File: config.mk
export PLATFORM = sky130hd
export DESIGN_NAME = branch_redirect_ctrl
export DESIGN_NICKNAME = d
export VERILOG_FILES = /design/src/rtl/branch_redirect_ctrl_pkg.sv /design/src/rtl/branch_redirect_ctrl_btb_table.sv /design/src/rtl/branch_redirect_ctrl.sv
export SDC_FILE = /design/constraint.sdc
export NUM_CORES = 2
export LEC_CHECK = 0
export ABC_CLOCK_PERIOD_IN_PS = 8000
export BUFFER_PORTS_ARGS = -buffer_cell sky130_fd_sc_hd__buf_4
export CORE_MARGIN = 1
export CORE_UTILIZATION = 40
export CTS_BUF_LIST = sky130_fd_sc_hd__clkbuf_4
export CTS_CLUSTER_SIZE = 12
export DETAILED_ROUTE_END_ITERATION = 6
export PLACE_DENSITY = 0.61
export REMOVE_ABC_BUFFERS = 1
export SETUP_SLACK_MARGIN = 0.3
export SLEW_MARGIN = 15
export SYNTH_ARGS = -nofsm -noshare
export SYNTH_HDL_FRONTEND = slang
export SYNTH_SLANG_ARGS = --single-unit
File: constraint.sdc
create_clock -name clk -period 8 [get_ports clk]
set_clock_uncertainty 0.2 [all_clocks]
set_input_delay 1.2 -clock clk [delete_from_list [all_inputs] [get_ports clk]]
set_output_delay 1.2 -clock clk [all_outputs]
set_load 0.005 [all_outputs]
File: src/rtl/branch_redirect_ctrl_pkg.sv
// Shared sizing, 2-bit counter encodings and the BTB entry layout for the
// branch redirect controller.
package branch_redirect_ctrl_pkg;

    localparam int unsigned BTB_ENTRIES = 16;
    localparam int unsigned PC_W        = 32;
    localparam int unsigned CNT_W       = 32;
    localparam int unsigned IDX_W       = $clog2(BTB_ENTRIES);
    localparam int unsigned TAG_W       = PC_W - IDX_W - 2;

    typedef enum logic [1:0] {
        CTR_SNT = 2'd0,
        CTR_WNT = 2'd1,
        CTR_WT  = 2'd2,
        CTR_ST  = 2'd3
    } ctr_e;

    localparam ctr_e CTR_RESET = CTR_WNT;
    localparam ctr_e CTR_ALLOC = CTR_WT;

    typedef struct packed {
        logic             valid;
        logic [TAG_W-1:0] tag;
        logic [PC_W-1:0]  tgt;
        ctr_e             ctr;
        logic             uncond;
    } btb_entry_t;

    localparam btb_entry_t ENTRY_RESET = '{
        valid:  1'b0,
        tag:    '0,
        tgt:    '0,
        ctr:    CTR_RESET,
        uncond: 1'b0
    };

    // Saturating 2-bit counter step toward the resolved direction.
    function automatic ctr_e ctr_next(input ctr_e c, input logic taken);
        logic [1:0] v;
        v = c;
        if (taken) begin
            return (c == CTR_ST) ? CTR_ST : ctr_e'(v + 2'd1);
        end
        return (c == CTR_SNT) ? CTR_SNT : ctr_e'(v - 2'd1);
    endfunction

endpackage

File: src/rtl/branch_redirect_ctrl_btb_table.sv
// Direct-mapped BTB storage: async IF read, async EX read, one sync write at
// the EX index. Reads return pre-edge contents (no write bypass).
module branch_redirect_ctrl_btb_table
    import branch_redirect_ctrl_pkg::*;
(
    input  logic             clk,
    input  logic             reset,
    input  logic [IDX_W-1:0] i_rd_idx,
    output btb_entry_t       o_rd_entry,
    input  logic [IDX_W-1:0] i_ex_idx,
    output btb_entry_t       o_ex_entry,
    input  logic             i_wr_en,
    input  btb_entry_t       i_wr_entry
);

    btb_entry_t r_mem [BTB_ENTRIES];

    assign o_rd_entry = r_mem[i_rd_idx];
    assign o_ex_entry = r_mem[i_ex_idx];

    always_ff @(posedge clk) begin
        if (reset) begin
            for (int unsigned i = 0; i < BTB_ENTRIES; i++) begin
                r_mem[i] <= ENTRY_RESET;
            end
        end else if (i_wr_en) begin
            r_mem[i_ex_idx] <= i_wr_entry;
        end
    end

endmodule

File: src/rtl/branch_redirect_ctrl.sv
// Next-PC prediction from the BTB, EX-stage mispredict detection with
// redirect/flush generation, BTB training and performance counters.
module branch_redirect_ctrl
    import branch_redirect_ctrl_pkg::*;
(
    input  logic              clk,
    input  logic              reset,
    input  logic [PC_W-1:0]   IF_current_pc,
    output logic              IF_pred_taken,
    output logic [PC_W-1:0]   IF_pred_pc,
    input  logic              ID_EX_valid,
    input  logic              ex_hold,
    input  logic [PC_W-1:0]   ID_EX_current_pc,
    input  logic              ID_EX_pred_taken,
    input  logic [PC_W-1:0]   ID_EX_pred_pc,
    input  logic              ID_EX_is_jal,
    input  logic              ID_EX_is_jalr,
    input  logic              ID_EX_branch,
    input  logic              is_jump,
    input  logic [PC_W-1:0]   taken_pc,
    output logic              redirect,
    output logic [PC_W-1:0]   redirect_pc,
    output logic              flush_IF_ID,
    output logic              flush_ID_EX,
    output logic [CNT_W-1:0]  ctrl_count,
    output logic [CNT_W-1:0]  mispredict_count
);

    logic [IDX_W-1:0] w_if_idx;
    logic [IDX_W-1:0] w_ex_idx;
    btb_entry_t       w_if_entry;
    btb_entry_t       w_ex_entry;
    btb_entry_t       w_wr_entry;
    logic             w_wr_en;
    logic             w_if_hit;
    logic             w_ex_hit;
    logic             w_resolve;
    logic             w_ctrl;
    logic             w_taken;
    logic             w_mispredict;
    logic             w_redirect;
    logic [PC_W-1:0]  w_actual;
    logic [CNT_W-1:0] r_ctrl_count;
    logic [CNT_W-1:0] r_mispredict_count;

    assign w_if_idx = IF_current_pc[IDX_W+1:2];
    assign w_ex_idx = ID_EX_current_pc[IDX_W+1:2];

    branch_redirect_ctrl_btb_table u_btb (
        .clk        (clk),
        .reset      (reset),
        .i_rd_idx   (w_if_idx),
        .o_rd_entry (w_if_entry),
        .i_ex_idx   (w_ex_idx),
        .o_ex_entry (w_ex_entry),
        .i_wr_en    (w_wr_en),
        .i_wr_entry (w_wr_entry)
    );

    // IF lookup
    assign w_if_hit      = w_if_entry.valid && (w_if_entry.tag == IF_current_pc[PC_W-1:IDX_W+2]);
    assign IF_pred_taken = w_if_hit && (w_if_entry.uncond || w_if_entry.ctr[1]);
    assign IF_pred_pc    = IF_pred_taken ? w_if_entry.tgt : IF_current_pc + PC_W'(4);

    // EX resolve; a non-control instruction never counts as taken
    assign w_ex_hit     = w_ex_entry.valid && (w_ex_entry.tag == ID_EX_current_pc[PC_W-1:IDX_W+2]);
    assign w_resolve    = ID_EX_valid && !ex_hold && !reset;
    assign w_ctrl       = ID_EX_is_jal || ID_EX_is_jalr || ID_EX_branch;
    assign w_taken      = w_ctrl && is_jump;
    assign w_actual     = w_taken ? taken_pc : ID_EX_current_pc + PC_W'(4);
    assign w_mispredict = (ID_EX_pred_taken != w_taken) || (w_taken && (ID_EX_pred_pc != taken_pc));
    assign w_redirect   = w_resolve && w_mispredict;

    assign redirect    = w_redirect;
    assign flush_IF_ID = w_redirect;
    assign flush_ID_EX = w_redirect;
    assign redirect_pc = w_redirect ? w_actual : '0;

    // BTB training at the EX index
    always_comb begin
        w_wr_en    = 1'b0;
        w_wr_entry = w_ex_entry;
        if (w_resolve) begin
            if (w_ctrl) begin
                if (w_ex_hit) begin
                    w_wr_en        = 1'b1;
                    w_wr_entry.ctr = ctr_next(w_ex_entry.ctr, w_taken);
                    if (w_taken) begin
                        w_wr_entry.tgt = taken_pc;
                    end
                end else if (w_taken) begin
                    w_wr_en    = 1'b1;
                    w_wr_entry = '{
                        valid:  1'b1,
                        tag:    ID_EX_current_pc[PC_W-1:IDX_W+2],
                        tgt:    taken_pc,
                        ctr:    CTR_ALLOC,
                        uncond: ID_EX_is_jal || ID_EX_is_jalr
                    };
                end
            end else if (w_ex_hit) begin
                w_wr_en          = 1'b1;
                w_wr_entry.valid = 1'b0;
            end
        end
    end

    always_ff @(posedge clk) begin
        if (reset) begin
            r_ctrl_count       <= '0;
            r_mispredict_count <= '0;
        end else if (w_resolve) begin
            r_ctrl_count       <= r_ctrl_count + CNT_W'(w_ctrl);
            r_mispredict_count <= r_mispredict_count + CNT_W'(w_mispredict);
        end
    end

    assign ctrl_count       = r_ctrl_count;
    assign mispredict_count = r_mispredict_count;

endmodule

==> results.sh <==
export IMPL_die_h_um=380
export IMPL_synth_seq_cells=1056
export IMPL_synth_xor_area_share_pct=2.98
export IMPL_antenna_found_initial=15
export IMPL_dp_slack_ps=777
export IMPL_final_setup_viol_count=0
export IMPL_dpl_cell_count=5979
export IMPL_slew_headroom_pct=18.5
export IMPL_rows=138
export IMPL_timing_hold_ws_ps=258
export IMPL_cp_data_arrival_time_ps=6020
export IMPL_final_min_clock_period_ps=7420
export IMPL_muxShareOfSynthArea_pct=24.3
export IMPL_crit_fanout=62
export IMPL_critPathMaxStageDelay_ps=1210
export IMPL_cts_max_path_buffers=4
export IMPL_critical_path_startpoint_type="primary input"
export IMPL_synth_top_area_share_pct=52.1
export IMPL_synth_area_top_cells="edfxtp_1 52%, mux4_2 21%, nor2_1 4.2%, mux2i_1 2.6%, a21oi_1 2.5%"
export IMPL_nNetsFinal=4543
export IMPL_fmax_mhz=135
export IMPL_post_drt_wl_per_cell_um=34.7
export IMPL_tritoncts="built"
export IMPL_layoutNonFillerInstCount=6487
export IMPL_r2r_start="u_btb.r_mem[14][58]"
export IMPL_initial_utilization_pct=40.4
export IMPL_area_delta_synth_final_pct=13.7
export IMPL_overflow=0
export IMPL_cts_hold_buffers=0
export IMPL_synth_avg_cell_area_um2=14.0
export IMPL_crit_type="in -> out"
export IMPL_cts_max_level=5
export IMPL_wirelength_um=225000
export IMPL_clockRootBuffer="clkbuf_4"
export IMPL_rrSetupSlack_ps=2590
export IMPL_gp_congestion=0.949
export IMPL_postCtsSetupRepairBufs=0
export IMPL_violations="design-rule violations"
export IMPL_nFillCells=12700
export IMPL_synthCells=4076
export IMPL_synthSimpleGateAreaFrac_pct=9.74
export IMPL_hpwl_um=136000
export IMPL_first_pass_iters=7
export IMPL_synth_cell_types=66
export IMPL_numCtsBuffers=306
export IMPL_fin_setup_tns_ps=0
export IMPL_fin_crit_sh_pct=92.7
export IMPL_synth_compound_area_share_pct=5.05
export IMPL_hold_viol=0
export IMPL_dieArea_um2=145000
export IMPL_ios=269
export IMPL_cts_resized=0
export IMPL_drt_iter0_drc=6555
export IMPL_run_status="finished with violations"
export IMPL_min_to="u_btb.r_mem[4][28]"
export IMPL_route_detailed_drc=1
export IMPL_cp_cell_sequence="buf_4 -> or3_1 -> nand2_4 -> nor3_1 -> a31oi_2 -> nand2_2 -> a211oi_1 -> buf_4"
export IMPL_via_per_inst=6.56
export IMPL_powerDensity_nw_per_um2=200
export IMPL_final_antenna_net_count=0
export IMPL_syn_cell_area_um2=57200
export IMPL_grt_max_degree=81
export IMPL_synthArstFlopShare_pct=0
export IMPL_endpoint_kind="primary output"
export IMPL_maxCapViolations=0
export IMPL_portBuffers=268
export IMPL_synth_warnings=0
export IMPL_final_area_um2=65000
export IMPL_rr_worst_depth=9
export IMPL_hp_start="taken_pc[25]"
export IMPL_die_x_um=380
export IMPL_worst_slew_pin_transition_ps=1210
export IMPL_ys_seq_area_share_pct=54.3
export IMPL_track_usage_pct=30.6
export IMPL_cpMaxStageDelayCell="a211oi_1"
export IMPL_drive_gt1_share_pct=33.3
export IMPL_clock_latency_ps=1280
export IMPL_placed_cell_area_um2=61400
export IMPL_core_um2=142000
export IMPL_synth_top_family_by_area="multiplexers"
export IMPL_reg2reg_to="u_btb.r_mem[3][48]"
export IMPL_synth_edf_count=992
export IMPL_path_clk_slew_ps=60
export IMPL_hold_depth=3
export IMPL_layout_setup_ws_ps=582
export IMPL_p_leak_nw=22.4
export IMPL_dr_total_vias=42600
export IMPL_worst_path_most_repeated_cell="buf_4"
export IMPL_grt_pass1_wl_um=312000
export IMPL_crit_required_ps=6600
export IMPL_synth_top_cells_by_count="992 x edfxtp_1, 645 x nor2_1, 534 x mux4_2, 281 x a21oi_1, 211 x nor3_1"
export IMPL_grt_pass1_vias=41600
export IMPL_cts_sinks=1056
export IMPL_synth_adder_area_share_pct=0.214
export IMPL_synth_ff_type="edfxtp_1"
export IMPL_synth_most_common_cell="edfxtp_1"
export IMPL_yosysTopAreaCell="edfxtp_1"
export IMPL_rsz0062_at_grt="false"
export IMPL_drv_slew=0
export IMPL_irDropWorstVdd_mv=0.103
export IMPL_hold_class="in -> reg"
-- cell type report --
cell class,count,area [um2],share of cell area [%]
Antenna cell,6,15.0,0.0231
Clock buffer,419,3150,4.84
Clock inverter,83,430,0.662
Inverter,13,53.8,0.0827
Multi-Input combinational cell,2594,24500,37.6
Sequential cell,1056,31100,47.8
Tap cell,1890,2360,3.64
Timing Repair Buffer,426,3490,5.37
-- registers in the layout, indices dropped and copies added, names as in the netlist --
signal	flops
ctrl_count	32
u_btb.r_mem	992
mispredict_count	32
-- worst max-delay path, delay by kind of cell --
family,cells,cell delay [ps]
buffers and inverters,2,380
AOI/OAI and AO/OA,2,1810
and+or+nand+nor,4,2540
-- power by group --
group / switching [W] / internal, W / total, W / leakage, nW
registers: 0.0000971 / 0.00621 / 0.00630 / 10.7
logic: 0.00111 / 0.000671 / 0.00178 / 9.57
clock network: 0.00239 / 0.00254 / 0.00493 / 2.15
-- cell families after synthesis --
| group | Yosys count |
|---|---|
| fa+ha+maj | 10 |
| buf+inv | 426 |
| simple gates | 1217 |
| compound gates | 454 |
| xor+xnor | 195 |
| mux | 718 |
| flops | 1056 |
-- per-layer routing --
layer  vias to the layer above  wire length (um)  global-route usage [%]
met3                       713             33800                    11.0
met2                      3634             97600                    44.8
li1                      16700                 -                       -
met1                     21500             81400                    40.2
met4                        14             12300                    15.3
met5                         -                75                       0
-- through the flow --
step / utilization [%] / power (W)
3_5_place_dp: 43.3 / 0.00815
5_1_grt: 45.9 / 0.0134
4_1_cts: 45.8 / 0.0130
2_1_floorplan: - / 0.00728
3_3_place_gp: 43.3 / 0.00814
6_report: 45.9 / 0.0130
-- worst max path at each step --
| stage | startpoint | endpoint | slack (ps) | cells past startpoint |
|---|---|---|---|---|
| 6_report | ID_EX_is_jalr | redirect_pc[4] | 580 | 8 |
| 5_1_grt | ID_EX_is_jalr | redirect_pc[4] | 590 | 8 |
| 4_1_cts | ID_EX_is_jalr | redirect_pc[4] | 770 | 8 |
| 3_5_place_dp | ID_EX_is_jalr | redirect_pc[4] | 780 | 8 |
| 3_3_place_gp | ID_EX_is_jalr | redirect_pc[4] | 220 | 8 |
| 2_1_floorplan | ID_EX_current_pc[4] | u_btb.r_mem[11][0] | -1050 | 9 |
-- cell usage in the layout, fill, tap and decap left out, types with 11 or more instances in the layout --
| master | instances |
|---|---|
| edfxtp_1 | 992 |
| nor2_1 | 645 |
| mux4_2 | 534 |
| clkbuf_4 | 419 |
| buf_4 | 400 |
| a21oi_1 | 280 |
| nor3_1 | 210 |
| mux2i_1 | 148 |
| xnor2_1 | 113 |
| nand2_1 | 99 |
| xor2_1 | 82 |
| dfxtp_1 | 64 |
| clkinv_1 | 63 |
| nand3_1 | 57 |
| a211oi_1 | 41 |
| nand4_1 | 37 |
| mux2_2 | 36 |
| a22oi_1 | 27 |
| o21ai_0 | 26 |
| and3_1 | 25 |
| nor3_2 | 24 |
| nor2b_1 | 22 |
| buf_12 | 21 |
| or3_1 | 17 |
| nand2b_4 | 16 |
| nand3b_1 | 16 |
| o2111ai_4 | 15 |
| and4_1 | 12 |
| clkinv_2 | 11 |
(Power assumes the default switching activity.)
